--- src/rtl/pipelined_add_sub.sv ---
// pipelined_add_sub: chunked two's-complement adder/subtractor.
// A WIDTH-bit add/sub is split into STAGES chunks of WIDTH/STAGES bits; each
// stage resolves one chunk and registers the carry into the next chunk.
// Valid/ready streaming on both sides; all stages advance together.
// Optional build macro PIPELINED_ADD_SUB_SAT_EN adds a per-transaction
// 'sat' input that clamps overflowing results to the signed limit.
module pipelined_add_sub #(
    parameter int unsigned WIDTH  = 16,
    parameter int unsigned STAGES = 4
) (
    input  logic             clk,
    input  logic             rst_n,
    input  logic             in_valid,
    output logic             in_ready,
    input  logic [WIDTH-1:0] a,
    input  logic [WIDTH-1:0] b,
    input  logic             cin,
    input  logic             sub,
`ifdef PIPELINED_ADD_SUB_SAT_EN
    input  logic             sat,
`endif
    output logic             out_valid,
    input  logic             out_ready,
    output logic [WIDTH-1:0] s,
    output logic             cout,
    output logic             ovf
);

    localparam int unsigned CHUNK = WIDTH / STAGES;

    generate
        if (WIDTH < 2 || STAGES < 1 || (WIDTH % STAGES) != 0) begin : g_bad_params
            $error("pipelined_add_sub: WIDTH must be >= 2 and divisible by STAGES");
        end
    endgenerate

    // Per-stage state: valid, partial sum (chunks 0..k), carry into chunk k+1,
    // and the operands (b already inverted for subtract) for the upper chunks.
    logic             vld_q [STAGES];
    logic             cry_q [STAGES];
    logic [WIDTH-1:0] sum_q [STAGES];
    logic [WIDTH-1:0] a_q   [STAGES];
    logic [WIDTH-1:0] b_q   [STAGES];
    logic             ovf_q;

    logic             vld_n [STAGES];
    logic             cry_n [STAGES];
    logic [WIDTH-1:0] sum_n [STAGES];
    logic [WIDTH-1:0] a_n   [STAGES];
    logic [WIDTH-1:0] b_n   [STAGES];
    logic             ovf_n;
    logic             adv;

`ifdef PIPELINED_ADD_SUB_SAT_EN
    localparam logic [WIDTH-1:0] SMAX = {1'b0, {(WIDTH-1){1'b1}}};
    localparam logic [WIDTH-1:0] SMIN = {1'b1, {(WIDTH-1){1'b0}}};
    logic sat_q [STAGES];
    logic sat_n [STAGES];
`endif

    // Adds chunk k of x and y with carry c, merging it into the running sum acc.
    // Returns {carry_out_of_chunk, updated_sum}.
    function automatic logic [WIDTH:0] add_chunk(
        input logic [WIDTH-1:0] x,
        input logic [WIDTH-1:0] y,
        input logic [WIDTH-1:0] acc,
        input logic             c,
        input int unsigned      k
    );
        logic [CHUNK:0]   part;
        logic [WIDTH-1:0] r;
        part = {1'b0, x[k*CHUNK +: CHUNK]} + {1'b0, y[k*CHUNK +: CHUNK]}
             + {{CHUNK{1'b0}}, c};
        r = acc;
        r[k*CHUNK +: CHUNK] = part[CHUNK-1:0];
        return {part[CHUNK], r};
    endfunction

    // Next-state of every stage plus overflow/saturation on the final chunk.
    always_comb begin
        logic [WIDTH:0] res;
        adv = !vld_q[STAGES-1] || out_ready;

        a_n[0]   = a;
        b_n[0]   = sub ? ~b : b;
        vld_n[0] = in_valid;
        res      = add_chunk(a, sub ? ~b : b, '0, sub ? ~cin : cin, 0);
        cry_n[0] = res[WIDTH];
        sum_n[0] = res[WIDTH-1:0];
`ifdef PIPELINED_ADD_SUB_SAT_EN
        sat_n[0] = sat;
`endif
        for (int unsigned k = 1; k < STAGES; k++) begin
            a_n[k]   = a_q[k-1];
            b_n[k]   = b_q[k-1];
            vld_n[k] = vld_q[k-1];
            res      = add_chunk(a_q[k-1], b_q[k-1], sum_q[k-1], cry_q[k-1], k);
            cry_n[k] = res[WIDTH];
            sum_n[k] = res[WIDTH-1:0];
`ifdef PIPELINED_ADD_SUB_SAT_EN
            sat_n[k] = sat_q[k-1];
`endif
        end

        // Same-sign operands with a differing result sign is exactly
        // carry-into-MSB XOR carry-out-of-MSB.
        ovf_n = (a_n[STAGES-1][WIDTH-1] == b_n[STAGES-1][WIDTH-1]) &&
                (sum_n[STAGES-1][WIDTH-1] != a_n[STAGES-1][WIDTH-1]);

`ifdef PIPELINED_ADD_SUB_SAT_EN
        // On overflow the true result has the sign of the operands.
        if (sat_n[STAGES-1] && ovf_n) begin
            sum_n[STAGES-1] = a_n[STAGES-1][WIDTH-1] ? SMIN : SMAX;
        end
`endif
    end

    // Pipeline registers: cleared by reset, shifted as a whole when adv=1.
    always_ff @(posedge clk) begin
        if (!rst_n) begin
            vld_q <= '{default: 1'b0};
            cry_q <= '{default: 1'b0};
            sum_q <= '{default: '0};
            a_q   <= '{default: '0};
            b_q   <= '{default: '0};
            ovf_q <= 1'b0;
`ifdef PIPELINED_ADD_SUB_SAT_EN
            sat_q <= '{default: 1'b0};
`endif
        end else if (adv) begin
            vld_q <= vld_n;
            cry_q <= cry_n;
            sum_q <= sum_n;
            a_q   <= a_n;
            b_q   <= b_n;
            ovf_q <= ovf_n;
`ifdef PIPELINED_ADD_SUB_SAT_EN
            sat_q <= sat_n;
`endif
        end
    end

    assign in_ready  = adv;
    assign out_valid = vld_q[STAGES-1];
    assign s         = sum_q[STAGES-1];
    assign cout      = cry_q[STAGES-1];
    assign ovf       = ovf_q;

endmodule

--- config.mk ---
export PLATFORM = sky130hd
export DESIGN_NAME = pipelined_add_sub
export DESIGN_NICKNAME = d
export VERILOG_FILES = /design/src/rtl/pipelined_add_sub.sv
export SDC_FILE = /design/constraint.sdc
export NUM_CORES = 1
export LEC_CHECK = 0
export BUFFER_PORTS_ARGS = -buffer_cell sky130_fd_sc_hd__clkbuf_2
export CAP_MARGIN = 25
export CELL_PAD_IN_SITES_DETAIL_PLACEMENT = 2
export CELL_PAD_IN_SITES_GLOBAL_PLACEMENT = 2
export CORE_UTILIZATION = 34
export CTS_CLUSTER_DIAMETER = 200
export DETAILED_ROUTE_END_ITERATION = 12
export PLACE_DENSITY_LB_ADDON = 0.1
export SYNTH_ARGS = -nofsm -noshare
export SYNTH_HDL_FRONTEND = slang
export SYNTH_SLANG_ARGS = --single-unit
--- constraint.sdc ---
create_clock -name clk -period 2.4 [get_ports clk]
set_input_delay 0.48 -clock clk [delete_from_list [all_inputs] [get_ports clk]]
set_output_delay 0.48 -clock clk [all_outputs]
set_load 0.05 [all_outputs]
==> out/qor.yml, run 1 <==
outcome: "completed"
dpl-instance-area_um2: 4520
final_area_um2: 4850
max_cap_viol_count: 0
r2r_start: "cry_q[1]$_SDFFE_PN0P_"
core_um2: 11600
avgSynthCellArea_um2: 8.68
setup_viol: 0
arrival_ns: 2.03
ff2ff_setup_slack_ns: 0.59
cts_tree: "done"
p_leak_uw: 0.00201
powerDensity_nw_per_um2: 776
synth.lib_cells_used.distinct: 29
startpoint_type: "flip-flop"
die_area_um2: 12600
synth_top_flop_cell: "dfxtp_1"
wl_mm: 10.4
clock_path_buffers: 2
die_w_um: 112
grt_overflow: 0
netlist_area_um2: 4130
hold_class: "in2reg"
post_drt_wl_per_cell_um: 15.5
synth_top_area_share_pct: 47.0
period_share_pct: 75.4
worstHoldStart: "a[13]"
rsz0062_at_grt: "false"
reg2regPathDepth: 5
setup_tns_ns: 0
io_pins: 58
reg2reg_to: "cout$_SDFFE_PN0P_"
synthAdderAreaFrac_pct: 7.51
yosys-mux-area-fraction_pct: 0
first_global_vias: 3588
grtUsageTotal_pct: 17.8
start_util_pct: 35.6
cp_max_fo: 3
drc: 0
diodes: 0
htree_levels: 3
worst_slew_pin_slew_ns: 0.452
cts_root_buf: "clkbuf_16"
final_nets: 577
layout_min_cycle_time_ns: 1.81
async_flop_share_pct: 0
cts_setup_buffers: 0
clock_skew_ns: 0.00483
cts-buffers-inserted: 9
cts_resized: 0
yosys_warnings: 0
slew_viol_final: 0
cpPeakStageDelay_ns: 0.47
synth_top_family_by_area: "compound AO/OA/AOI/OAI gates"
synth_xor_area_share_pct: 4.45
die_h_um: 112
drive_gt1_share_pct: 19.7
viasPerCell: 5.07
synthSimpleGateAreaFrac_pct: 17.3
path_clk_slew_ns: 0.06
synth_seq_area_share_pct: 47.0
crit_path_cell_trace: "fa_1 -> fa_1 -> a21o_1 -> a21oi_1 -> a21oi_1"
synthesis.instances: 476
peakVddDrop_uv: 426
synth_compound_area_share_pct: 18.9
cp-end-kind: "flip-flop"
first_iter_violations: 120
finalHoldViolations: 0
grt_pass1_wl_mm: 17.5
max_slew_margin_pct: 69.8
clk-insertion-delay-late_ns: 0.34
drt_first_pass_iters: 8
whs_path_depth: 3
synth_area_leaders: "dfxtp_1, nand2_1, a21oi_1, a211oi_2, fa_1"
synth_nets: 534
rows: 39
worstPathRequired_ns: 2.62
ys_ff_latch: 97
vias: 3379
crit_type: "reg2reg"
holdPathEnd: "a_n[45]$_SDFFE_PN0P_"
detail-route-antenna-nets: 0
nFillCells: 1298
synth-edff-count: 0
fmax_mhz: 552
area_growth_pct: 17.4
antenna_found_initial: 0
crit_slowest_cell: "fa_1"
routabilityCongestion: 0.729
yosys.area.top_type: "dfxtp_1"
grt_max_degree: 85
io_buffers: 57
dp_hpwl_mm: 7.06
hold_buffers: 0
numClockSinks: 97
## critical path: cells and delay by family, from the launching register on
| kind | cells | cell delay, ns |
|---|---|---|
| AO/OA/AOI/OAI | 3 | 0.46 |
| flip-flops | 1 | 0.33 |
| adder cells (fa/ha/maj) | 2 | 0.90 |
## worst max path at each step
stage / startpoint / to / cells past startpoint
after floorplan: sub / cry_q[3]$_SDFFE_PN0P_ / 8
final: cry_q[1]$_SDFFE_PN0P_ / cout$_SDFFE_PN0P_ / 5
after global routing: sub / cry_q[3]$_SDFFE_PN0P_ / 7
after global placement: sub / cry_q[3]$_SDFFE_PN0P_ / 7
after detailed placement: sub / cry_q[3]$_SDFFE_PN0P_ / 7
after CTS: cry_q[1]$_SDFFE_PN0P_ / cout$_SDFFE_PN0P_ / 5
## per-stage QoR
| step | util (%) | hold WS [ns] | worst slack (ns) | instances | total power [µW] |
|---|---|---|---|---|---|
| 2_1_floorplan | - | 0.432 | 0.151 | 476 | 2100 |
| 3_3_place_gp | 38.9 | 0.440 | 0.266 | 651 | 2220 |
| 3_5_place_dp | 38.9 | 0.446 | 0.209 | 651 | 2240 |
| 4_1_cts | 41.7 | 0.344 | 0.582 | 667 | 3830 |
| 5_1_grt | 41.7 | 0.366 | 0.479 | 667 | 3950 |
| 6_report | 41.7 | 0.356 | 0.589 | 667 | 3760 |
## where the power goes
part	switching [µW]	internal [µW]	total, µW
Clock	605	966	1570
Combinational	242	169	411
Sequential	64.3	1720	1780
## cell families after synthesis
group	after synthesis
XOR/XNOR	21
adder cells (fa/ha/maj)	20
flip-flops	97
AND/OR/NAND/NOR	181
buffers and inverters	39
AO/OA/AOI/OAI	118
## cells in the final DEF (no fill, tap or decap)
master,count
a2111o_1,4
a2111oi_0,1
a2111oi_2,1
a211oi_1,2
a211oi_2,14
a21o_1,4
a21oi_1,82
a311o_1,1
buf_12,3
buf_4,6
bufinv_16,2
clkbuf_16,9
clkbuf_2,57
clkbuf_8,2
clkinv_2,3
clkinvlp_4,1
dfxtp_1,97
fa_1,8
ha_1,12
inv_1,3
inv_2,1
nand2_1,147
nand3_1,11
nand4b_1,1
nor2_1,19
nor2b_1,1
nor2b_4,1
o211ai_1,1
o211ai_2,3
o21ai_0,5
or2_1,1
xnor2_1,16
xor2_1,5
## state kept, by name (all words and copies together), names as in the netlist, 3 cells and up
register	flops
vld_n	3
a_n	24
sum_n	24
b_n	24
s	16
cry_q	3
## Yosys cell counts (4+ instances only)
library cell and count:
nand2_1 147, dfxtp_1 97, a21oi_1 82, buf_2 20, nor2_1 19, xnor2_1 16, a211oi_2 14, ha_1 12
nand3_1 11, clkbuf_1 9, fa_1 8, o21ai_0 5, xor2_1 5, a2111o_1 4, a21o_1 4
## metal layers
layer	global-route usage (%)	vias up	routed length [µm]
met2	31.1	41	5240
met3	4.48	11	284
met5	0	-	0
met4	5.69	0	153
li1	-	1672	-
met1	21.5	1655	4680
## cell type report
type / instances / area (µm²) / share of cell area [%]
Inverter: 5 / 20.0 / 0.413
Clock buffer: 11 / 253 / 5.21
Tap cell: 143 / 179 / 3.69
Clock inverter: 5 / 77.6 / 1.60
Timing Repair Buffer: 66 / 390 / 8.05
Sequential cell: 97 / 1940 / 40.1
Multi-Input combinational cell: 340 / 1990 / 41.0
Note: power is estimated with default switching activity, not from simulation.
==> inputs of run 2 (changes only) <==
CORE_UTILIZATION = 31   (was 34)
clock period = 1.5 ns   (was 2.4 ns; I/O delays follow)
==> run 2 against run 1 <==
The flow now finishes with violations (setup timing). Sequential cell count is the same. Fmax up 11%. Worst hold slack worse by 0.18 ns. Setup slack lost 0.72 ns. Non-clock buffer count increased by 24. Sequential power up 60%. Power increased by 54%. Clock skew decreased by 0.0013 ns. Clock-buffer cell count increased by 3. Largest cell class unchanged.
==> out/qor.yml, run 2 (synthesis results as in run 1) <==
clock_path_buffers: 2
arrival_ns: 1.85
p_sw_uw: 1490
peakVddDrop_uv: 580
p_int_uw: 4320
max_slew_margin_pct: 76.7
drive_gt1_share_pct: 28.6
holdWs_ns: 0.178
max_cap_viol_count: 0
p_sw_share_pct: 25.6
rsz0062_at_grt: "true"
clock_skew_ns: 0.00357
setup_viol: 7
area_growth_pct: 25.9
grt_max_degree: 53
layout_common_cells: "nand2_1, dfxtp_1, a21oi_1"
worst_slew_pin_slew_ns: 0.350
hold_class: "in2reg"
first_global_vias: 3734
slew_viol_final: 0
powerDensity_nw_per_um2: 1120
post_drt_wl_per_cell_um: 15.1
ff_latch_area_um2: 1960
detail-route-antenna-nets: 0
grtUsageTotal_pct: 16.7
rows: 41
fmax_mhz: 615
dpl-instance-area_um2: 4750
htree_levels: 3
die_area_um2: 13800
drc: 0
viasPerCell: 4.79
vias: 3448
path_clk_slew_ns: 0.07
antenna_found_initial: 0
worstPathRequired_ns: 1.72
first_iter_violations: 148
cp-end-kind: "flip-flop"
start_util_pct: 32.2
clk-insertion-delay-late_ns: 0.34
p_leak_uw: 0.00213
multi_input_area_um2: 2110
violations: "setup timing"
r2r_start: "b_n[36]$_SDFFE_PN0P_"
final_nets: 601
io_pins: 58
combinationalPowerShare_pct: 13.4
grt_overflow: 0
outcome: "finished, violations left"
cts-buffers-inserted: 9
grt_pass1_wl_mm: 18.3
startpoint: "b_n[36]$_SDFFE_PN0P_"
startpoint_type: "flip-flop"
finalHoldViolations: 0
cts_tree: "done"
fin_ws_ns: -0.126
period_share_pct: 108
io_buffers: 57
layout_commonest_cell: "nand2_1"
core_um2: 12800
final_cells: 720
wl_mm: 10.9
crit_type: "reg2reg"
pwr-share-clk_pct: 37.5
cp_max_fo: 2
numClockSinks: 97
die_w_um: 117
final_area_um2: 5200
p_seq_share_pct: 49.1
cts_root_buf: "clkbuf_16"
dp_hpwl_mm: 7.87
diodes: 0
dp_cells: 699
drt_first_pass_iters: 4
worstHoldStart: "in_valid"
layout_min_cycle_time_ns: 1.63
die_h_um: 117
routabilityCongestion: 0.710
nFillCells: 1443
run 2: changes by cell type in the layout (fill, tap and decap cells not counted), sizes merged:
cell,change
bufinv,-2
clkinv,-1
buf,+25
clkbuf,+2
run 2: through the flow:
stage | TNS (ns) | total power [µW] | worst slack, ns | utilization (%)
floorplan | -1.33 | 3380 | -0.425 | -
global placement | -1.91 | 3620 | -0.366 | 37.0
detailed placement | -2.45 | 3650 | -0.443 | 37.0
CTS | -0.535 | 5890 | -0.125 | 40.0
global route | -1.03 | 6100 | -0.166 | 40.5
finish | -0.451 | 5800 | -0.126 | 40.5
run 2: layout make-up:
class | count | area share [%]
Inverter | 5 | 0.385
Clock buffer | 14 | 5.08
Tap cell | 172 | 4.14
Timing Repair Buffer | 90 | 12.0
Sequential cell | 97 | 37.6
Clock inverter | 2 | 0.241
Multi-Input combinational cell | 340 | 40.6
run 2: what timing repair did:
item	4_1_cts	5_1_grt
pin swaps	11	6
hold buffers	0	0
resized for setup	19	17
setup buffers	3	2
setup endpoints to repair	14	14
run 2: worst paths after layout:
kind	end	slack, ns	depth (start not counted)
setup / recovery	cry_q[2]$_SDFFE_PN0P_	-0.13	5
hold / removal	vld_n[2]$_SDFFE_PN0P_	0.18	3
setup reg to reg	cry_q[2]$_SDFFE_PN0P_	-0.13	5
hold reg to reg	a_n[46]$_SDFFE_PN0P_	0.45	2
run 2: power groups by stage:
stage / registers [µW] / logic (µW) / clock network (µW)
6_report: 2850 / 777 / 2180
5_1_grt: 2870 / 867 / 2360
4_1_cts: 2850 / 778 / 2260
3_5_place_dp: 2910 / 739 / 0
3_3_place_gp: 2900 / 713 / 0
2_1_floorplan: 2950 / 436 / 0
run 2: layer usage:
metal / vias to the layer above / wire (µm) / global-route usage [%]
met2: 36 / 5480 / 29.1
met5: - / 0 / 0
met1: 1685 / 4960 / 20.2
met3: 13 / 239 / 2.97
li1: 1714 / - / -
met4: 0 / 186 / 6.82
run 2: critical path: stages (launching register included):
cell and delay [ns]:
dfxtp_2 0.33, fa_2 0.41, fa_2 0.37, a21o_1 0.20, a21oi_2 0.13, a21oi_1 0.07
==> inputs of run 3 (changes only) <==
==> constraint.sdc (replaced) <==
create_clock -name clk -period 1.5 [get_ports clk]
set_input_delay 0.225 -clock clk [delete_from_list [all_inputs] [get_ports clk]]
set_output_delay 0.225 -clock clk [all_outputs]
set_load 0.05 [all_outputs]
==> run 3 against run 2 <==
The run still ends with setup timing left. Combinational power fell by 3.0%. Cell area barely moved. Clock-buffer cell count rose by 1. First-iteration DRC count rose by 0.68%. Cell count fell by 1.1%. Critical path depth did not move. Die area did not move. Non-clock buffer count fell by 8. Sequential share of layout area barely moved. Register-to-register slack barely moved. Largest cell class unchanged.
==> out/qor.yml, run 3 (synthesis results as in run 1) <==
outcome: "finished, violations left"
violations: "setup timing"
drc: 0
peakVddDrop_uv: 959
dp_cells: 692
diodes: 0
rows: 41
routabilityCongestion: 0.736
fin_ws_ns: -0.136
post_drt_wl_per_cell_um: 15.2
fmax_mhz: 611
cts_tree: "done"
critPathBufInv: 0
first_global_vias: 3690
final_nets: 593
start_util_pct: 32.2
worstPathRequired_ns: 1.74
die_area_um2: 13800
cpPeakStageDelay_ns: 0.42
grt_overflow: 0
grt_max_degree: 60
startpoint: "b_n[12]$_SDFFE_PN0P_"
io_pins: 58
arrival_ns: 1.88
crit_type: "reg2reg"
cp-end-kind: "flip-flop"
powerDensity_nw_per_um2: 1170
die_h_um: 117
final_cells: 712
cts_root_buf: "clkbuf_16"
clock_skew_ns: 0.00585
crit_path_cell_trace: "fa_2 -> fa_2 -> a21o_1 -> a21oi_2 -> a21oi_2"
clock_path_buffers: 2
wl_mm: 10.8
max_slew_margin_pct: 79.9
crit_slowest_cell: "fa_2"
die_w_um: 117
core_um2: 12800
worstHoldStart: "a[15]"
dpl-instance-area_um2: 4690
viasPerCell: 4.81
setup_viol: 8
cp_max_fo: 3
final_area_um2: 5200
slew_viol_final: 0
multi_input_area_um2: 2100
grtUsageTotal_pct: 17.1
area_growth_pct: 26.0
finalHoldViolations: 0
first_iter_violations: 149
drt_first_pass_iters: 4
layout_common_cells: "nand2_1, dfxtp_1, a21oi_1"
cts-buffers-inserted: 9
final_util_pct: 40.6
dp_hpwl_mm: 7.25
r2r_start: "b_n[12]$_SDFFE_PN0P_"
ff_latch_area_um2: 1960
hold_class: "in2reg"
worst_slew_pin_slew_ns: 0.301
htree_levels: 3
layout_min_cycle_time_ns: 1.64
io_buffers: 57
vias: 3424
grt_pass1_wl_mm: 18.5
rsz0062_at_grt: "true"
clk-insertion-delay-late_ns: 0.35
nFillCells: 1443
numClockSinks: 97
antenna_found_initial: 0
startpoint_type: "flip-flop"
max_cap_viol_count: 0
detail-route-antenna-nets: 0
p_leak_uw: 0.00214
cp_top_family: "adder cells"
layout_commonest_cell: "nand2_1"
path_clk_slew_ns: 0.06
drive_gt1_share_pct: 28.3
period_share_pct: 109
==> run 3: cell count changes in the layout (fill, tap and decap cells not counted), moves of 2 or more <==
cell	before	now
buf_4	28	18
clkbuf_8	2	5
clkinv_2	2	0
ha_4	2	0
clkbuf_1	3	1
ha_2	0	2
==> run 3: worst paths after layout <==
| kind | slack (ns) | cells past startpoint | endpoint |
|---|---|---|---|
| setup / recovery | -0.14 | 5 | cout$_SDFFE_PN0P_ |
| hold / removal | 0.09 | 3 | a_n[47]$_SDFFE_PN0P_ |
| setup reg to reg | -0.14 | 5 | cout$_SDFFE_PN0P_ |
| hold reg to reg | 0.45 | 2 | s[1]$_SDFFE_PN0P_ |
==> run 3: area by class of cell <==
cell class	instances	share of cell area, %
Clock buffer	15	5.72
Inverter	5	0.457
Sequential cell	97	37.6
Tap cell	172	4.14
Clock inverter	1	0.577
Timing Repair Buffer	82	11.1
Multi-Input combinational cell	340	40.4
==> run 3: metal layers <==
| metal | share of wire [%] | wire length [µm] | GRT usage, % | up-vias |
|---|---|---|---|---|
| met5 | 0 | 0 | 0 | - |
| met4 | 1.6 | 175 | 6.49 | 0 |
| met3 | 3.3 | 360 | 4.67 | 12 |
| met2 | 50 | 5390 | 29.3 | 44 |
| met1 | 45 | 4870 | 20.4 | 1666 |
| li1 | - | - | - | 1702 |
==> run 3: metrics by stage <==
step                      hold WS (ns)  setup WS, ns  setup TNS [ns]  power [µW]
after floorplan                  0.365        -0.350           -1.03        3380
after global placement           0.436        -0.297           -1.54        3610
after detailed placement         0.446        -0.388           -1.96        3630
after CTS                       0.0790        -0.115          -0.529        6190
after global routing            0.0904        -0.194           -1.15        6390
final                           0.0916        -0.136          -0.507        6090
==> run 3: what timing repair did <==
item / 4_1_cts / 5_1_grt
resized for setup: 19 / 14
hold buffers: 0 / 0
cloned: 1 / 0
setup buffers: 1 / 2
endpoints found under the setup margin: 11 / 27
pin swaps: 9 / 5
==> run 3: worst min-delay path: stages <==
cell and delay (ns):
clkbuf_2 0.08, nand2_1 0.04, a21oi_1 0.05
==> run 3: where the power goes <==
part	switching (µW)	internal (µW)	total, µW
registers	100	2750	2850
logic	421	333	754
clock network	970	1520	2490
